**src/rtl/execute_mc_if.sv**
```systemverilog
// Execute-stage bundle: ID/EX controls and operands in, condition-gated results and stall out.
interface execute_mc_if #(
   parameter int unsigned WIDTH = 32
);
   logic             FlushE;
   logic             ValidE;
   logic             PCSrcE;
   logic             RegWriteE;
   logic             MemWriteE;
   logic             BranchE;
   logic             NoWrite;
   logic             ALUSrcE;
   logic             MulE;
   logic [1:0]       FlagWriteE;
   logic [1:0]       ForwardAE;
   logic [1:0]       ForwardBE;
   logic [3:0]       ALUControlE;
   logic [3:0]       CondE;
   logic [WIDTH-1:0] RD1E;
   logic [WIDTH-1:0] RD2E;
   logic [WIDTH-1:0] ExtImmE;
   logic [WIDTH-1:0] ResultW;
   logic [WIDTH-1:0] ALUResultM;
   logic [WIDTH-1:0] ALUResultE;
   logic [WIDTH-1:0] WriteDataE;
   logic [3:0]       FlagsOut;
   logic             PCSrcEOut;
   logic             RegWriteEOut;
   logic             MemWriteEOut;
   logic             BranchEOut;
   logic             StallE;

   modport master (
      output FlushE, ValidE, PCSrcE, RegWriteE, MemWriteE, BranchE, NoWrite, ALUSrcE, MulE,
             FlagWriteE, ForwardAE, ForwardBE, ALUControlE, CondE,
             RD1E, RD2E, ExtImmE, ResultW, ALUResultM,
      input  ALUResultE, WriteDataE, FlagsOut, PCSrcEOut, RegWriteEOut, MemWriteEOut,
             BranchEOut, StallE
   );

   modport slave (
      input  FlushE, ValidE, PCSrcE, RegWriteE, MemWriteE, BranchE, NoWrite, ALUSrcE, MulE,
             FlagWriteE, ForwardAE, ForwardBE, ALUControlE, CondE,
             RD1E, RD2E, ExtImmE, ResultW, ALUResultM,
      output ALUResultE, WriteDataE, FlagsOut, PCSrcEOut, RegWriteEOut, MemWriteEOut,
             BranchEOut, StallE
   );
endinterface

```
**src/rtl/execute_mc.sv**
```systemverilog
// Execute stage: forwarding, ALU, NZCV condition gating and an optional iterative multiplier.
// Define EXECUTE_MC_MUL_EN to build the shift-add multiplier FSM; otherwise StallE is tied low.
module execute_mc #(
   parameter int unsigned WIDTH = 32,
   parameter int unsigned CNT_W = $clog2(WIDTH + 1)
) (
   input logic          CLK,
   input logic          RESET,
   execute_mc_if.slave  ex
);

   localparam logic [WIDTH:0] One = {{WIDTH{1'b0}}, 1'b1};

   logic [WIDTH-1:0] srca, srcb, fwdb;
   logic [WIDTH:0]   sum;
   logic [WIDTH-1:0] alu_res;
   logic             alu_c, alu_v;
   logic [3:0]       flags_q, flags_d;
   logic             condex, go, alu_upd;
   logic             mul_stall, mul_done, mul_rw, mul_fw;
   logic [WIDTH-1:0] mul_res;

   always_comb begin
      case (ex.ForwardAE)
         2'b01:   srca = ex.ResultW;
         2'b10:   srca = ex.ALUResultM;
         default: srca = ex.RD1E;
      endcase
      case (ex.ForwardBE)
         2'b01:   fwdb = ex.ResultW;
         2'b10:   fwdb = ex.ALUResultM;
         default: fwdb = ex.RD2E;
      endcase
      srcb = ex.ALUSrcE ? ex.ExtImmE : fwdb;
   end

   // Subtracts are formed as x + ~y + 1 so the carry-out is already NOT borrow.
   always_comb begin
      sum     = '0;
      alu_res = '0;
      alu_c   = 1'b0;
      alu_v   = 1'b0;
      case (ex.ALUControlE)
         4'd0: begin
            sum     = {1'b0, srca} + {1'b0, srcb};
            alu_res = sum[WIDTH-1:0];
            alu_c   = sum[WIDTH];
            alu_v   = (srca[WIDTH-1] == srcb[WIDTH-1]) & (alu_res[WIDTH-1] != srca[WIDTH-1]);
         end
         4'd1: begin
            sum     = {1'b0, srca} + {1'b0, ~srcb} + One;
            alu_res = sum[WIDTH-1:0];
            alu_c   = sum[WIDTH];
            alu_v   = (srca[WIDTH-1] != srcb[WIDTH-1]) & (alu_res[WIDTH-1] != srca[WIDTH-1]);
         end
         4'd2: alu_res = srca & srcb;
         4'd3: alu_res = srca | srcb;
         4'd4: alu_res = srca ^ srcb;
         4'd5: alu_res = srcb;
         4'd6: alu_res = srca & ~srcb;
         4'd7: alu_res = ~srcb;
         4'd8: begin
            sum     = {1'b0, srcb} + {1'b0, ~srca} + One;
            alu_res = sum[WIDTH-1:0];
            alu_c   = sum[WIDTH];
            alu_v   = (srcb[WIDTH-1] != srca[WIDTH-1]) & (alu_res[WIDTH-1] != srcb[WIDTH-1]);
         end
         default: ;
      endcase
   end

   always_comb begin
      case (ex.CondE)
         4'h0:    condex = flags_q[2];
         4'h1:    condex = ~flags_q[2];
         4'h2:    condex = flags_q[1];
         4'h3:    condex = ~flags_q[1];
         4'h4:    condex = flags_q[3];
         4'h5:    condex = ~flags_q[3];
         4'h6:    condex = flags_q[0];
         4'h7:    condex = ~flags_q[0];
         4'h8:    condex = flags_q[1] & ~flags_q[2];
         4'h9:    condex = ~flags_q[1] | flags_q[2];
         4'ha:    condex = flags_q[3] == flags_q[0];
         4'hb:    condex = flags_q[3] != flags_q[0];
         4'hc:    condex = ~flags_q[2] & (flags_q[3] == flags_q[0]);
         4'hd:    condex = flags_q[2] | (flags_q[3] != flags_q[0]);
         4'he:    condex = 1'b1;
         default: condex = 1'b0;
      endcase
   end

   assign go = ex.ValidE & condex & ~ex.FlushE & ~RESET;

`ifdef EXECUTE_MC_MUL_EN
   typedef enum logic [1:0] {StIdle, StBusy, StDone} mul_state_e;

   mul_state_e       state_q, state_d;
   logic [WIDTH-1:0] acc_q, acc_d, mcand_q, mcand_d, mplier_q, mplier_d;
   logic [CNT_W-1:0] cnt_q, cnt_d;
   logic             rw_q, rw_d, fw_q, fw_d;
   logic             mul_issue;

   always_ff @(posedge CLK) begin
      if (RESET) begin
         state_q  <= StIdle;
         acc_q    <= '0;
         mcand_q  <= '0;
         mplier_q <= '0;
         cnt_q    <= '0;
         rw_q     <= 1'b0;
         fw_q     <= 1'b0;
      end else begin
         state_q  <= state_d;
         acc_q    <= acc_d;
         mcand_q  <= mcand_d;
         mplier_q <= mplier_d;
         cnt_q    <= cnt_d;
         rw_q     <= rw_d;
         fw_q     <= fw_d;
      end
   end

   always_comb begin
      state_d   = state_q;
      acc_d     = acc_q;
      mcand_d   = mcand_q;
      mplier_d  = mplier_q;
      cnt_d     = cnt_q;
      rw_d      = rw_q;
      fw_d      = fw_q;
      mul_issue = 1'b0;
      unique case (state_q)
         StIdle: begin
            if (go && ex.MulE) begin
               mul_issue = 1'b1;
               mcand_d   = srca;
               mplier_d  = srcb;
               acc_d     = '0;
               cnt_d     = CNT_W'(WIDTH);
               rw_d      = ex.RegWriteE & ~ex.NoWrite;
               fw_d      = ex.FlagWriteE[1];
               state_d   = StBusy;
            end
         end
         StBusy: begin
            if (ex.FlushE) begin
               state_d = StIdle;
            end else begin
               if (mplier_q[0]) acc_d = acc_q + mcand_q;
               mcand_d  = mcand_q << 1;
               mplier_d = mplier_q >> 1;
               cnt_d    = cnt_q - CNT_W'(1);
               if (cnt_q == CNT_W'(1)) state_d = StDone;
            end
         end
         StDone:  state_d = StIdle;
         default: state_d = StIdle;
      endcase
   end

   assign mul_stall = ((state_q == StBusy) & ~RESET) | mul_issue;
   assign mul_done  = (state_q == StDone);
   assign mul_res   = acc_q;
   assign mul_rw    = rw_q;
   assign mul_fw    = fw_q;
   assign alu_upd   = go & ~ex.MulE & (state_q == StIdle);
`else
   logic unused_mul;

   assign unused_mul = ex.MulE;
   assign mul_stall  = 1'b0;
   assign mul_done   = 1'b0;
   assign mul_res    = '0;
   assign mul_rw     = 1'b0;
   assign mul_fw     = 1'b0;
   assign alu_upd    = go;
`endif

   always_comb begin
      flags_d = flags_q;
      if (alu_upd) begin
         if (ex.FlagWriteE[1]) flags_d[3:2] = {alu_res[WIDTH-1], alu_res == '0};
         if (ex.FlagWriteE[0]) flags_d[1:0] = {alu_c, alu_v};
      end
      if (mul_done && mul_fw && !ex.FlushE) flags_d[3:2] = {mul_res[WIDTH-1], mul_res == '0};
   end

   always_ff @(posedge CLK) begin
      if (RESET) flags_q <= 4'b0000;
      else       flags_q <= flags_d;
   end

   always_comb begin
      ex.ALUResultE   = alu_res;
      ex.WriteDataE   = fwdb;
      ex.FlagsOut     = flags_q;
      ex.RegWriteEOut = go & ex.RegWriteE & ~ex.NoWrite;
      ex.MemWriteEOut = go & ex.MemWriteE;
      ex.PCSrcEOut    = go & ex.PCSrcE;
      ex.BranchEOut   = go & ex.BranchE;
      ex.StallE       = 1'b0;
      if (mul_stall) begin
         ex.StallE       = 1'b1;
         ex.RegWriteEOut = 1'b0;
         ex.MemWriteEOut = 1'b0;
         ex.PCSrcEOut    = 1'b0;
         ex.BranchEOut   = 1'b0;
      end else if (mul_done) begin
         // ID/EX still holds the multiply here, so only its latched write is released.
         ex.ALUResultE   = mul_res;
         ex.RegWriteEOut = mul_rw & ~ex.FlushE & ~RESET;
         ex.MemWriteEOut = 1'b0;
         ex.PCSrcEOut    = 1'b0;
         ex.BranchEOut   = 1'b0;
      end
   end

endmodule

```
**src/flat_wrapper.sv**
```systemverilog
// flat-port wrapper written by rule: the top's interface ports become plain ports
module execute_mc_flat 
#(
   parameter int unsigned WIDTH = 32,
   parameter int unsigned CNT_W = $clog2(WIDTH + 1)
)
  (CLK, RESET, ex_FlushE, ex_ValidE, ex_PCSrcE, ex_RegWriteE, ex_MemWriteE, ex_BranchE, ex_NoWrite, ex_ALUSrcE, ex_MulE, ex_FlagWriteE, ex_ForwardAE, ex_ForwardBE, ex_ALUControlE, ex_CondE, ex_RD1E, ex_RD2E, ex_ExtImmE, ex_ResultW, ex_ALUResultM, ex_ALUResultE, ex_WriteDataE, ex_FlagsOut, ex_PCSrcEOut, ex_RegWriteEOut, ex_MemWriteEOut, ex_BranchEOut, ex_StallE);
  execute_mc_if #(.WIDTH(WIDTH)) ex_i ();
  input logic CLK;
  input logic RESET;
  input wire logic [$bits(ex_i.FlushE)-1:0] ex_FlushE;
  input wire logic [$bits(ex_i.ValidE)-1:0] ex_ValidE;
  input wire logic [$bits(ex_i.PCSrcE)-1:0] ex_PCSrcE;
  input wire logic [$bits(ex_i.RegWriteE)-1:0] ex_RegWriteE;
  input wire logic [$bits(ex_i.MemWriteE)-1:0] ex_MemWriteE;
  input wire logic [$bits(ex_i.BranchE)-1:0] ex_BranchE;
  input wire logic [$bits(ex_i.NoWrite)-1:0] ex_NoWrite;
  input wire logic [$bits(ex_i.ALUSrcE)-1:0] ex_ALUSrcE;
  input wire logic [$bits(ex_i.MulE)-1:0] ex_MulE;
  input wire logic [$bits(ex_i.FlagWriteE)-1:0] ex_FlagWriteE;
  input wire logic [$bits(ex_i.ForwardAE)-1:0] ex_ForwardAE;
  input wire logic [$bits(ex_i.ForwardBE)-1:0] ex_ForwardBE;
  input wire logic [$bits(ex_i.ALUControlE)-1:0] ex_ALUControlE;
  input wire logic [$bits(ex_i.CondE)-1:0] ex_CondE;
  input wire logic [$bits(ex_i.RD1E)-1:0] ex_RD1E;
  input wire logic [$bits(ex_i.RD2E)-1:0] ex_RD2E;
  input wire logic [$bits(ex_i.ExtImmE)-1:0] ex_ExtImmE;
  input wire logic [$bits(ex_i.ResultW)-1:0] ex_ResultW;
  input wire logic [$bits(ex_i.ALUResultM)-1:0] ex_ALUResultM;
  output wire logic [$bits(ex_i.ALUResultE)-1:0] ex_ALUResultE;
  output wire logic [$bits(ex_i.WriteDataE)-1:0] ex_WriteDataE;
  output wire logic [$bits(ex_i.FlagsOut)-1:0] ex_FlagsOut;
  output wire logic [$bits(ex_i.PCSrcEOut)-1:0] ex_PCSrcEOut;
  output wire logic [$bits(ex_i.RegWriteEOut)-1:0] ex_RegWriteEOut;
  output wire logic [$bits(ex_i.MemWriteEOut)-1:0] ex_MemWriteEOut;
  output wire logic [$bits(ex_i.BranchEOut)-1:0] ex_BranchEOut;
  output wire logic [$bits(ex_i.StallE)-1:0] ex_StallE;
  assign ex_i.FlushE = ex_FlushE;
  assign ex_i.ValidE = ex_ValidE;
  assign ex_i.PCSrcE = ex_PCSrcE;
  assign ex_i.RegWriteE = ex_RegWriteE;
  assign ex_i.MemWriteE = ex_MemWriteE;
  assign ex_i.BranchE = ex_BranchE;
  assign ex_i.NoWrite = ex_NoWrite;
  assign ex_i.ALUSrcE = ex_ALUSrcE;
  assign ex_i.MulE = ex_MulE;
  assign ex_i.FlagWriteE = ex_FlagWriteE;
  assign ex_i.ForwardAE = ex_ForwardAE;
  assign ex_i.ForwardBE = ex_ForwardBE;
  assign ex_i.ALUControlE = ex_ALUControlE;
  assign ex_i.CondE = ex_CondE;
  assign ex_i.RD1E = ex_RD1E;
  assign ex_i.RD2E = ex_RD2E;
  assign ex_i.ExtImmE = ex_ExtImmE;
  assign ex_i.ResultW = ex_ResultW;
  assign ex_i.ALUResultM = ex_ALUResultM;
  assign ex_ALUResultE = ex_i.ALUResultE;
  assign ex_WriteDataE = ex_i.WriteDataE;
  assign ex_FlagsOut = ex_i.FlagsOut;
  assign ex_PCSrcEOut = ex_i.PCSrcEOut;
  assign ex_RegWriteEOut = ex_i.RegWriteEOut;
  assign ex_MemWriteEOut = ex_i.MemWriteEOut;
  assign ex_BranchEOut = ex_i.BranchEOut;
  assign ex_StallE = ex_i.StallE;
  execute_mc #(.WIDTH(WIDTH), .CNT_W(CNT_W)) u_core (.CLK(CLK), .RESET(RESET), .ex(ex_i));
endmodule
```
**config.mk**
```make
export PLATFORM = sky130hd
export DESIGN_NAME = execute_mc_flat
export DESIGN_NICKNAME = d
export VERILOG_FILES = /design/src/rtl/execute_mc_if.sv /design/src/rtl/execute_mc.sv /design/src/flat_wrapper.sv
export SDC_FILE = /design/constraint.sdc
export NUM_CORES = 1
export LEC_CHECK = 0
export CORE_ASPECT_RATIO = 1.1
export CORE_MARGIN = 1.5
export CORE_UTILIZATION = 43
export CTS_BUF_LIST = sky130_fd_sc_hd__clkbuf_4
export DETAILED_ROUTE_END_ITERATION = 6
export GPL_TIMING_DRIVEN = 0
export PLACE_DENSITY_LB_ADDON = 0.1
export SLEW_MARGIN = 20
export SYNTH_ARGS = -nofsm -noshare
export SYNTH_HDL_FRONTEND = slang
export SYNTH_SLANG_ARGS = --single-unit
```
**constraint.sdc**
```tcl
create_clock -name CLK -period 7.59 [get_ports CLK]
set_input_delay 1.518 -clock CLK [delete_from_list [all_inputs] [get_ports CLK]]
set_output_delay 1.518 -clock CLK [all_outputs]
set_load 0.02 [all_outputs]
```
==> results.cfg <==
[drt]
via_per_inst = 6.95
drtIter0Drc = 2080
vias = 16700
dr.max_layer_used = met4
routed_wl_um = 68600
route.met2.wl_um = 30000
ant_nets = 0
dr.pass1.iters = 7
met3_length_um = 7770
wire_per_inst_um = 28.6
drt_drc_violations_left = 0
drt-met1-wl_um = 24100

[clocking]
clock-sinks = 4
clockRootBuffer = clkbuf_4
cts_buffer_depth = 2
cts_buffers = 3
holdBufCountCts = 0
cts_tree = done
htreeDepth = 1
path_clk_slew_ps = 40
clk-insertion-delay-late_ps = 250

[floorplanning]
die_height_um = 171
core-area_mm2 = 0.0253
rows = 61
die-area_mm2 = 0.0266
pin_count = 258
initial_core_util_pct = 43.6
die_width_um = 156

[layout]
area_growth_pct = 50.0
layout-drive-gt1-share_pct = 21.4
fillers = 2336
largest_reg_flops = 4
fin_nets = 2367

[synthesis]
synth-warning-count = 0
synth-main-ff-cell = dfxtp_1
syn_nets = 2020
synth-edff-count = 0
ys_ff_latch = 4
netlist_area_mm2 = 0.0110
yosysSeqAreaShare_pct = 0.727
syn_avg_cell_area_um2 = 6.46
async_reset_ff_share_pct = 0
synth_cell_types = 96
synth_area_leader_cell = ha_1
synth_area_leaders = ha_1 (14%), o21ai_0 (6.9%), a21oi_1 (6.2%), nor2_1 (4.9%), nand2_1 (4.8%)
syn-instance-count = 1706
netlist_top_cells_count = o21ai_0 (153), nor2_1 (143), nand2_1 (141)
yosysTopAreaCellShare_pct = 14.3
synth_most_common_cell = o21ai_0

[sta]
fin_skew_ps = 9.88
worst_pin_slew_ps = 1190
tns_ps = -229
setup_slack_ps = -99.6
fmax_mhz = 130
slew_headroom_pct = 20.6
slew_viol_final = 0
min_period_over_period_pct = 101
rsz0062_at_grt = true
fin_crit_ps = 7690
hold_slack_ps = 568
final_hold_viol_count = 0
setup_violations = 6

[setup_path]
ff2ff_path_depth = 11
worstSetupStartpointType = input port
cp.arrival_ps = 6170
critPathLaunch = ex_ForwardAE[0]
crit_type = input port to output pin
ff2ff_setup_slack_ps = 3140
r2r-start = u_core.ex.FlagsOut[1]
critPathCapture = ex_ALUResultE[30]
end_kind = output pin
worstPathRequired_ps = 6070
reg2reg_to = u_core.ex.FlagsOut[2]
critPathMaxFanout = 7

[placement]
gp_congestion = 1.08
post-place-ws_ps = -2900
dp_hpwl_um = 52200
io_buffers = 250

[outcome]
violations = setup timing
status = complete, but fails checks

[min_path]
hp-class = flop to flop
min_from = u_core.ex.FlagsOut[2]

[power_and_ir_drop]
finalPower_w = 0.00248
p_leak_nw = 6.49
powerDensity_mw_per_mm2 = 150
ir_drop_uv = 92.3

[global_route]
grt_pass1_wl_um = 94800
grt_max_degree = 11
antenna_found_initial = 0
grt_overflow = 0
track_usage_pct = 47.6
grt_pass1_vias = 15500

[job]
maxCapViolCount = 0
-- timing repair --
| action | 4_1_cts | 5_1_grt |
|---|---|---|
| pin swaps | 57 | 68 |
| hold endpoints to repair | 0 | 0 |
| cloned | 0 | 4 |
| resized for setup | 376 | 175 |
| buffers inserted | 46 | 46 |
| setup endpoints to repair | 35 | 26 |
-- worst min path at each step --
stage	end	slack, ps	depth (start not counted)
5_1_grt	u_core.ex.FlagsOut[2]	620	2
6_report	u_core.ex.FlagsOut[2]	570	2
2_1_floorplan	u_core.ex.FlagsOut[2]	610	2
3_5_place_dp	u_core.ex.FlagsOut[2]	560	2
4_1_cts	u_core.ex.FlagsOut[2]	570	2
3_3_place_gp	u_core.ex.FlagsOut[2]	550	2
-- layout make-up --
cell class              instances  area [µm²]  area share (%)
multi-input cells            1457       11500            69.4
repair buffers                350        3250            19.6
plain buffers                 105         754            4.56
inverters                     132         513            3.10
well taps                     346         433            2.62
flip-flops and latches          4        80.1           0.484
clock buffers                   3        22.5           0.136
diodes                          1        2.50          0.0151
-- cells by family (layout without fill, tap and decap cells) --
group	Yosys count	after routing	synth area share (%)
AO/OA/AOI/OAI	694	694	43.9
adder cells (fa/ha/maj)	129	129	14.9
buffers and inverters	245	590	8.64
XOR/XNOR	33	33	2.62
AND/OR/NAND/NOR	554	554	24.9
flip-flops	4	4	0.727
multiplexers	46	46	4.30
other	1	2	0.0340
-- report_power, final --
| part | internal (W) | switching (W) | leakage [nW] |
|---|---|---|---|
| clock | 0.0000179 | 0.0000115 | 0.0138 |
| sequential | 0.0000214 | 0.000000488 | 0.0323 |
| combinational | 0.000961 | 0.00147 | 6.44 |
| total | 0.00100 | 0.00148 | 6.49 |
-- metrics by stage --
stage	util (%)	instance area, µm²	cells
2_1_floorplan	-	11000	1706
3_3_place_gp	55.3	14000	2302
3_5_place_dp	55.5	14000	2306
4_1_cts	61.6	15600	2347
5_1_grt	65.4	16500	2397
6_report	65.4	16500	2398
-- placed cells by master (no fill, tap or decap), types with 14 or more instances in the layout --
cell type / instances
a22o_1: 15
a22oi_1: 33
nor2_1: 133
nor3_1: 30
nand4_1: 17
o21ai_0: 97
nand2_1: 133
o22ai_1: 14
xnor2_1: 27
nor2b_1: 30
o21ai_4: 16
o21a_1: 25
nand3_1: 41
a21oi_2: 14
ha_2: 15
mux2i_1: 35
a221o_1: 27
clkdlybuf4s50_1: 224
ha_1: 96
o211ai_1: 26
buf_4: 111
clkbuf_4: 14
clkbuf_2: 18
a21o_1: 22
a21oi_1: 118
inv_1: 119
o21ai_1: 25
clkbuf_1: 40
o21ai_2: 25
ha_4: 15
nand2b_1: 37
-- critical path: stages --
cell	delay [ps]
clkdlybuf4s50_1	490
inv_1	80
ha_4	290
buf_8	130
clkinvlp_4	180
o21ai_2	640
ha_2	480
or4_4	570
nor4_4	310
a21oi_2	120
and3_4	210
a21oi_4	190
buf_6	150
a21oi_2	80
o311a_1	350
o211ai_1	160
buf_4	210
-- metal layers --
metal  GRT usage [%]  vias up
li1                -     7150
met1            55.4     7801
met2            75.2     1271
met3            10.1      440
met4            39.7        0
met5               0        -
No activity file was read; power rests on OpenSTA's default activity.
